<file path="src/rtl/processing_unit_v3_pkg.sv">
// Shared stage encodings for the union-find decoder processing elements.
package processing_unit_v3_pkg;

  localparam int STAGE_WIDTH = 3;

  // PEELING is appended after RESULT_VALID so existing encodings stay put.
  typedef enum logic [STAGE_WIDTH-1:0] {
    STAGE_IDLE                = 3'd0,
    STAGE_MEASUREMENT_LOADING = 3'd1,
    STAGE_GROW                = 3'd2,
    STAGE_MERGE               = 3'd3,
    STAGE_RESULT_VALID        = 3'd4,
    STAGE_PEELING             = 3'd5
  } stage_e;

endpackage

</file>
<file path="src/rtl/processing_unit_v3_min_root_onehot_select.sv">
// Combinational minimum finder over valid channels; returns the minimum,
// whether any channel was valid, and a one-hot of the lowest-index winner.
// Feeding equal data turns it into a lowest-index valid picker.
module min_root_onehot_select #(
  parameter int DATA_WIDTH    = 6,
  parameter int CHANNEL_COUNT = 6
) (
  input  logic [CHANNEL_COUNT*DATA_WIDTH-1:0] data_i,
  input  logic [CHANNEL_COUNT-1:0]            valid_i,
  output logic [DATA_WIDTH-1:0]               min_o,
  output logic                                valid_o,
  output logic [CHANNEL_COUNT-1:0]            onehot_o
);

  // Strict less-than keeps the earliest channel on ties.
  always_comb begin
    min_o    = '0;
    valid_o  = 1'b0;
    onehot_o = '0;
    for (int i = 0; i < CHANNEL_COUNT; i++) begin
      if (valid_i[i] && (!valid_o || (data_i[i*DATA_WIDTH +: DATA_WIDTH] < min_o))) begin
        min_o       = data_i[i*DATA_WIDTH +: DATA_WIDTH];
        valid_o     = 1'b1;
        onehot_o    = '0;
        onehot_o[i] = 1'b1;
      end
    end
  end

endmodule

</file>
<file path="src/rtl/processing_unit_v3.sv">
// Union-find decoder processing element: load, grow, merge and peel for
// one syndrome ancilla.
module processing_unit_v3
  import processing_unit_v3_pkg::*;
#(
  parameter int PER_DIM_BIT_WIDTH = 2,
  parameter int NEIGHBOR_COUNT    = 6,
  parameter int ADDRESS           = 0,
  parameter int ANCILLA_TYPE      = 0,
  parameter int INVERT_X          = 0,
  parameter int BUSY_HOLD         = 2,
  parameter int GROW_CNT_WIDTH    = 4,
  localparam int AW               = 3*PER_DIM_BIT_WIDTH
) (
  input  logic                         clk,
  input  logic                         reset,
  input  logic                         measurement,
  input  logic [STAGE_WIDTH-1:0]       global_stage,
  input  logic [NEIGHBOR_COUNT-1:0]    neighbor_fully_grown,
  input  logic [NEIGHBOR_COUNT*AW-1:0] neighbor_root,
  input  logic [NEIGHBOR_COUNT-1:0]    neighbor_parent_vector,
  input  logic [NEIGHBOR_COUNT-1:0]    neighbor_is_boundary,
  input  logic [NEIGHBOR_COUNT-1:0]    parent_odd,
  input  logic [NEIGHBOR_COUNT-1:0]    child_cluster_parity,
  input  logic [NEIGHBOR_COUNT-1:0]    child_touching_boundary,
  output logic                         neighbor_increase,
  output logic [NEIGHBOR_COUNT-1:0]    parent_vector,
  output logic                         cluster_parity,
  output logic                         cluster_touching_boundary,
  output logic                         odd,
  output logic [AW-1:0]                root,
  output logic                         busy,
  output logic [GROW_CNT_WIDTH-1:0]    grow_count,
  output logic [NEIGHBOR_COUNT-1:0]    correction_vector
);

  localparam int            HW    = $clog2(BUSY_HOLD + 1);
  localparam logic [AW-1:0] ADDR  = AW'(ADDRESS);
  localparam logic          INV_M = (ANCILLA_TYPE == 1) && (INVERT_X == 1);
  localparam logic [HW-1:0] HOLD_LAST = HW'(BUSY_HOLD - 1);

  stage_e                    stage_q, last_stage_q;
  logic                      m_q, m_d;
  logic [AW-1:0]             root_q, root_d;
  logic [NEIGHBOR_COUNT-1:0] parent_q, parent_d;
  logic                      parity_q, parity_d;
  logic                      tb_q, tb_d;
  logic                      odd_q, odd_d;
  logic                      busy_q, busy_d;
  logic [HW-1:0]             hold_q, hold_d;
  logic [GROW_CNT_WIDTH-1:0] grow_q, grow_d;
  logic [NEIGHBOR_COUNT-1:0] corr_q, corr_d;

  logic [AW-1:0]             min_root;
  logic                      min_valid;
  logic [NEIGHBOR_COUNT-1:0] min_sel;
  logic                      bnd_valid;
  logic [NEIGHBOR_COUNT-1:0] bnd_sel, bnd_pick;
  logic                      unused_bnd_min;

  logic m_in, grow_fire, root_upd, parity_next, tb_next, odd_next, merge_change;

  min_root_onehot_select #(.DATA_WIDTH(AW), .CHANNEL_COUNT(NEIGHBOR_COUNT)) u_min_root (
    .data_i  (neighbor_root),
    .valid_i (neighbor_fully_grown),
    .min_o   (min_root),
    .valid_o (min_valid),
    .onehot_o(min_sel)
  );

  // All-equal data: the selector degenerates to a lowest-index boundary pick.
  min_root_onehot_select #(.DATA_WIDTH(1), .CHANNEL_COUNT(NEIGHBOR_COUNT)) u_bnd_pick (
    .data_i  ({NEIGHBOR_COUNT{1'b0}}),
    .valid_i (neighbor_is_boundary),
    .min_o   (unused_bnd_min),
    .valid_o (bnd_valid),
    .onehot_o(bnd_sel)
  );

  // Merge-stage candidate values and the change detector driving busy.
  always_comb begin
    m_in         = measurement ^ INV_M;
    grow_fire    = odd_q && (stage_q == STAGE_GROW) && (last_stage_q != STAGE_GROW);
    root_upd     = min_valid && (min_root < root_q);
    parity_next  = m_q ^ (^(neighbor_parent_vector & child_cluster_parity));
    tb_next      = (|(neighbor_parent_vector & child_touching_boundary)) | (|neighbor_is_boundary);
    odd_next     = (parent_q != '0) ? |(parent_q & parent_odd) : (parity_next & ~tb_next);
    merge_change = root_upd || (parity_next != parity_q) || (tb_next != tb_q) || (odd_next != odd_q);
    bnd_pick     = bnd_valid ? bnd_sel : '0;
  end

  // Per-stage next-state; everything holds unless its stage touches it.
  always_comb begin
    m_d      = m_q;
    root_d   = root_q;
    parent_d = parent_q;
    parity_d = parity_q;
    tb_d     = tb_q;
    odd_d    = odd_q;
    busy_d   = busy_q;
    hold_d   = hold_q;
    grow_d   = grow_q;
    corr_d   = corr_q;
    case (stage_q)
      STAGE_MEASUREMENT_LOADING: begin
        m_d      = m_in;
        odd_d    = m_in;
        parity_d = m_in;
        tb_d     = 1'b0;
        root_d   = ADDR;
        parent_d = '0;
        grow_d   = '0;
        corr_d   = '0;
        busy_d   = 1'b0;
        hold_d   = '0;
      end
      STAGE_GROW: begin
        if (grow_fire && (grow_q != '1)) grow_d = grow_q + GROW_CNT_WIDTH'(1);
      end
      STAGE_MERGE: begin
        if (root_upd) begin
          root_d   = min_root;
          parent_d = min_sel;
        end
        parity_d = parity_next;
        tb_d     = tb_next;
        odd_d    = odd_next;
        if (merge_change) begin
          busy_d = 1'b1;
          hold_d = '0;
        end else if (hold_q >= HOLD_LAST) begin
          busy_d = 1'b0;
        end else begin
          hold_d = hold_q + HW'(1);
        end
      end
      STAGE_PEELING: begin
        if (parent_q != '0)      corr_d = parent_q & {NEIGHBOR_COUNT{parity_q}};
        else if (parity_q && tb_q) corr_d = bnd_pick;
        else                     corr_d = '0;
      end
      default: ;
    endcase
  end

  // State registers with asynchronous active-low clear.
  always_ff @(posedge clk or negedge reset) begin
    if (!reset) begin
      stage_q      <= STAGE_IDLE;
      last_stage_q <= STAGE_IDLE;
      m_q          <= 1'b0;
      root_q       <= ADDR;
      parent_q     <= '0;
      parity_q     <= 1'b0;
      tb_q         <= 1'b0;
      odd_q        <= 1'b0;
      busy_q       <= 1'b0;
      hold_q       <= '0;
      grow_q       <= '0;
      corr_q       <= '0;
    end else begin
      stage_q      <= stage_e'(global_stage);
      last_stage_q <= stage_q;
      m_q          <= m_d;
      root_q       <= root_d;
      parent_q     <= parent_d;
      parity_q     <= parity_d;
      tb_q         <= tb_d;
      odd_q        <= odd_d;
      busy_q       <= busy_d;
      hold_q       <= hold_d;
      grow_q       <= grow_d;
      corr_q       <= corr_d;
    end
  end

  assign neighbor_increase         = grow_fire;
  assign parent_vector             = parent_q;
  assign cluster_parity            = parity_q;
  assign cluster_touching_boundary = tb_q;
  assign odd                       = odd_q;
  assign root                      = root_q;
  assign busy                      = busy_q;
  assign grow_count                = grow_q;
  assign correction_vector         = corr_q;

endmodule
</file>
<file path="config.mk">
export PLATFORM = sky130hd
export DESIGN_NAME = processing_unit_v3
export DESIGN_NICKNAME = d
export VERILOG_FILES = /design/src/rtl/processing_unit_v3_pkg.sv /design/src/rtl/processing_unit_v3_min_root_onehot_select.sv /design/src/rtl/processing_unit_v3.sv
export SDC_FILE = /design/constraint.sdc
export NUM_CORES = 1
export LEC_CHECK = 0
export ABC_AREA = 1
export CELL_PAD_IN_SITES_DETAIL_PLACEMENT = 1
export CELL_PAD_IN_SITES_GLOBAL_PLACEMENT = 2
export CORE_ASPECT_RATIO = 1.25
export CORE_UTILIZATION = 24
export CTS_CLUSTER_SIZE = 20
export DETAILED_ROUTE_END_ITERATION = 6
export PLACE_DENSITY_LB_ADDON = 0.1
export RECOVER_POWER = 100
export SYNTH_ARGS = -nofsm -noshare
export SYNTH_HDL_FRONTEND = slang
export SYNTH_SLANG_ARGS = --single-unit
</file>
<file path="constraint.sdc">
create_clock -name clk -period 2.06 [get_ports clk]
set_input_delay 0.309 -clock clk [delete_from_list [all_inputs] [get_ports clk]]
set_output_delay 0.309 -clock clk [all_outputs]
set_load 0.01 [all_outputs]
</file>
==> flow_summary.json <==
{
  "status": "finished, violations left",
  "violations": "negative setup slack",
  "synth_cell_types": 35,
  "reg2reg_from": "m_q$_DFFE_PN0P_",
  "period_needed_ps": 6650,
  "drc_errors": 0,
  "grtUsageMet1_pct": 19.1,
  "cp_max_fo": 7,
  "numCtsBuffers": 5,
  "synth-async-reset-ratio_pct": 100,
  "rsz0062_at_grt": "true",
  "synth-seq-cells": 35,
  "die_y_um": 126,
  "yosysTopAreaCell": "dfrtp_1",
  "hold_path.class": "flip-flop to flip-flop",
  "criticalPathCategory": "input port to flip-flop",
  "setup_viol": 15,
  "fin_util_pct": 47.7,
  "met3_usage_pct": 1.83,
  "grt_pass1_wl_um": 18300,
  "drt_wl_total_um": 11100,
  "grt_pass1_vias": 4013,
  "swShare_pct": 38.8,
  "drive_gt1_share_pct": 37.1,
  "path_clk_slew_ps": 60,
  "cts-htree-levels": 2,
  "cts_tree": "yes",
  "avgSynthCellArea_sq_um": 7.07,
  "crit_end": "root[0]$_DFFE_PN0P_",
  "antenna_found_initial": 0,
  "crit_required_ps": 2230,
  "portBuffers": 104,
  "powerDensity_nw_per_um2": 769,
  "synth_cells": 416,
  "clock_path_buffers": 2,
  "fin_area_sq_um": 5620,
  "grt_max_degree": 36,
  "place_ws_ps": -5930,
  "hpwl_um": 8820,
  "drv_slew": 0,
  "synth_top_area_share_pct": 29.8,
  "dieArea_sq_um": 12700,
  "maxCapViolCount": 0,
  "p_seq_share_pct": 21.7,
  "drtPass1Iterations": 4,
  "layout-area-overhead-vs-synth_pct": 91.3,
  "finClkSkew_ps": 5.04,
  "ir_drop_uv": 445,
  "drt_iter0_drc": 52,
  "cts_sinks": 35,
  "syn_area_sq_um": 2940,
  "antennaDiodeCount": 0,
  "worstMarginPinSlew_ps": 912,
  "grt_use_total_pct": 18.1,
  "fin_setup_tns_ps": -68100,
  "final_nets": 743,
  "netlist_top_cells_count": "nand2_1, inv_1, o21ai_0, dfrtp_1, nor2_1",
  "synth_area_leaders": "dfrtp_1, nand2_1, ha_1",
  "end_kind": "flip-flop",
  "switchingPower_w": 0.00168,
  "ys.flop_type": "dfrtp_1",
  "insertion_delay_ps": 280,
  "via_per_inst": 4.58,
  "coreArea_sq_um": 11800,
  "regToRegEndpoint": "hold_q[0]$_DFFE_PN0P_",
  "synth.most_common_cell": "nand2_1",
  "setup_slack_ps": -4590,
  "pwr-share-clk_pct": 18.3,
  "vias": 3642,
  "maxSlewHeadroom_pct": 39.2,
  "globalRoute.busiestLayer": "met2",
  "slowest_stage": "ha_1",
  "placed_cell_area_sq_um": 4930,
  "reg2regPathDepth": 12,
  "synth_edf_count": 0,
  "crit_top_cell": "nand2_2",
  "drtAntennaViolNets": 0,
  "critPathMaxStageDelay_ps": 310,
  "arrival_ps": 6820,
  "clockRootBuffer": "clkbuf_16",
  "ios": 105,
  "fin_crit_sh_pct": 323,
  "max_clock_freq_ghz": 0.150,
  "synth.yosys.seq_area_share_pct": 29.8,
  "start_util_pct": 25.0,
  "ff2ff_setup_slack_ps": 110,
  "p_leak_nw": 2.64,
  "hold_violations": 0,
  "hold_slack_ps": 400,
  "pwr-share-comb_pct": 60.0,
  "yosysWarnings": 0,
  "synth_nets": 526,
  "critPathLaunchType": "input port",
  "grtUsageMet2_pct": 36.3,
  "grt-ovfl-total": 0,
  "gp_congestion": 0.781,
  "rows": 44,
  "wl_per_cell_um": 13.9,
  "ctsHoldBuffers": 0,
  "die_w_um": 101,
  "power.internal_w": 0.00265,
  "crit_start": "neighbor_fully_grown[0]"
}
-- critical path, delay by kind of cell --
kind | cells | cell delay (ps)
AO/OA/AOI/OAI | 14 | 1990
adder cells (fa/ha/maj) | 6 | 1510
AND/OR/NAND/NOR | 29 | 2550
buffers and inverters | 5 | 440
-- cell families after synthesis --
| family | after synthesis | synth area share, % |
|---|---|---|
| buf+inv | 52 | 6.89 |
| flops | 35 | 29.8 |
| fa+ha+maj | 32 | 13.6 |
| xor+xnor | 10 | 2.98 |
| compound gates | 86 | 16.7 |
| simple gates | 201 | 30.0 |
-- how the worst min path moves through the flow --
stage                         startpoint                        end  slack, ps  cells after the start
CTS                 stage_q[0]$_DFF_PN0_  last_stage_q[0]$_DFF_PN0_        390                      0
global placement    stage_q[0]$_DFF_PN0_  last_stage_q[0]$_DFF_PN0_        380                      0
detailed placement  stage_q[0]$_DFF_PN0_  last_stage_q[0]$_DFF_PN0_        370                      0
floorplan                          reset           busy$_DFFE_PN0P_         10                      0
finish              stage_q[0]$_DFF_PN0_  last_stage_q[0]$_DFF_PN0_        400                      0
global route        stage_q[0]$_DFF_PN0_  last_stage_q[0]$_DFF_PN0_        400                      0
-- sequential cells by signal, summed over array words and instances (netlist names) --
register                   flops
last_stage_q                   3
cluster_parity                 1
cluster_touching_boundary      1
root                           6
grow_count                     4
m_q                            1
stage_q                        3
parent_vector                  6
hold_q                         2
correction_vector              6
busy                           1
odd                            1
-- repair_timing --
item,in CTS,in global routing
setup endpoints to repair,16,16
setup buffers,13,5
cloned,5,0
pin swaps,61,43
gates resized for setup,111,44
-- layout make-up --
type	instances	area [sq um]
clock buffer	8	156
fill	1479	6160
inverter	45	179
multi-input combinational	333	2380
sequential	35	876
tap	161	201
timing repair buffer	212	1830
timing repair inverter	1	3.75
-- per-layer routing --
metal	part of all wire, %	wire length, um	vias to the layer above
li1	-	-	1834
met2	56	6220	82
met4	1.9	213	0
met1	38	4260	1711
met3	3.5	384	15
met5	0	0	-
-- power by group through the flow --
stage / sequential, W / combinational [W] / clock [W]
after detailed placement: 0.000960 / 0.00221 / 0
after floorplan: 0.00100 / 0.00110 / 0
final: 0.000939 / 0.00259 / 0.000794
after global routing: 0.000964 / 0.00287 / 0.000844
after CTS: 0.000951 / 0.00248 / 0.000821
after global placement: 0.000956 / 0.00215 / 0
-- cell usage in the layout, fill, tap and decap left out, types with 11 or more instances in the layout --
cell and instances:
a21oi_2 11, nand2_4 11, nand3_1 26, nor2_1 24, nand2_2 29, o21ai_2 16
ha_4 12, inv_1 39, nand2_1 91, clkdlybuf4s50_1 60, o21ai_0 15, ha_1 17
buf_4 100, dfrtp_1 35, dlygate4sd3_1 30
-- metrics by stage --
stage	instances	power, W
after floorplan	416	0.00210
after global placement	764	0.00310
after detailed placement	764	0.00317
after CTS	790	0.00426
after global routing	795	0.00468
final	795	0.00433
Power figures use the tool's default switching activity.
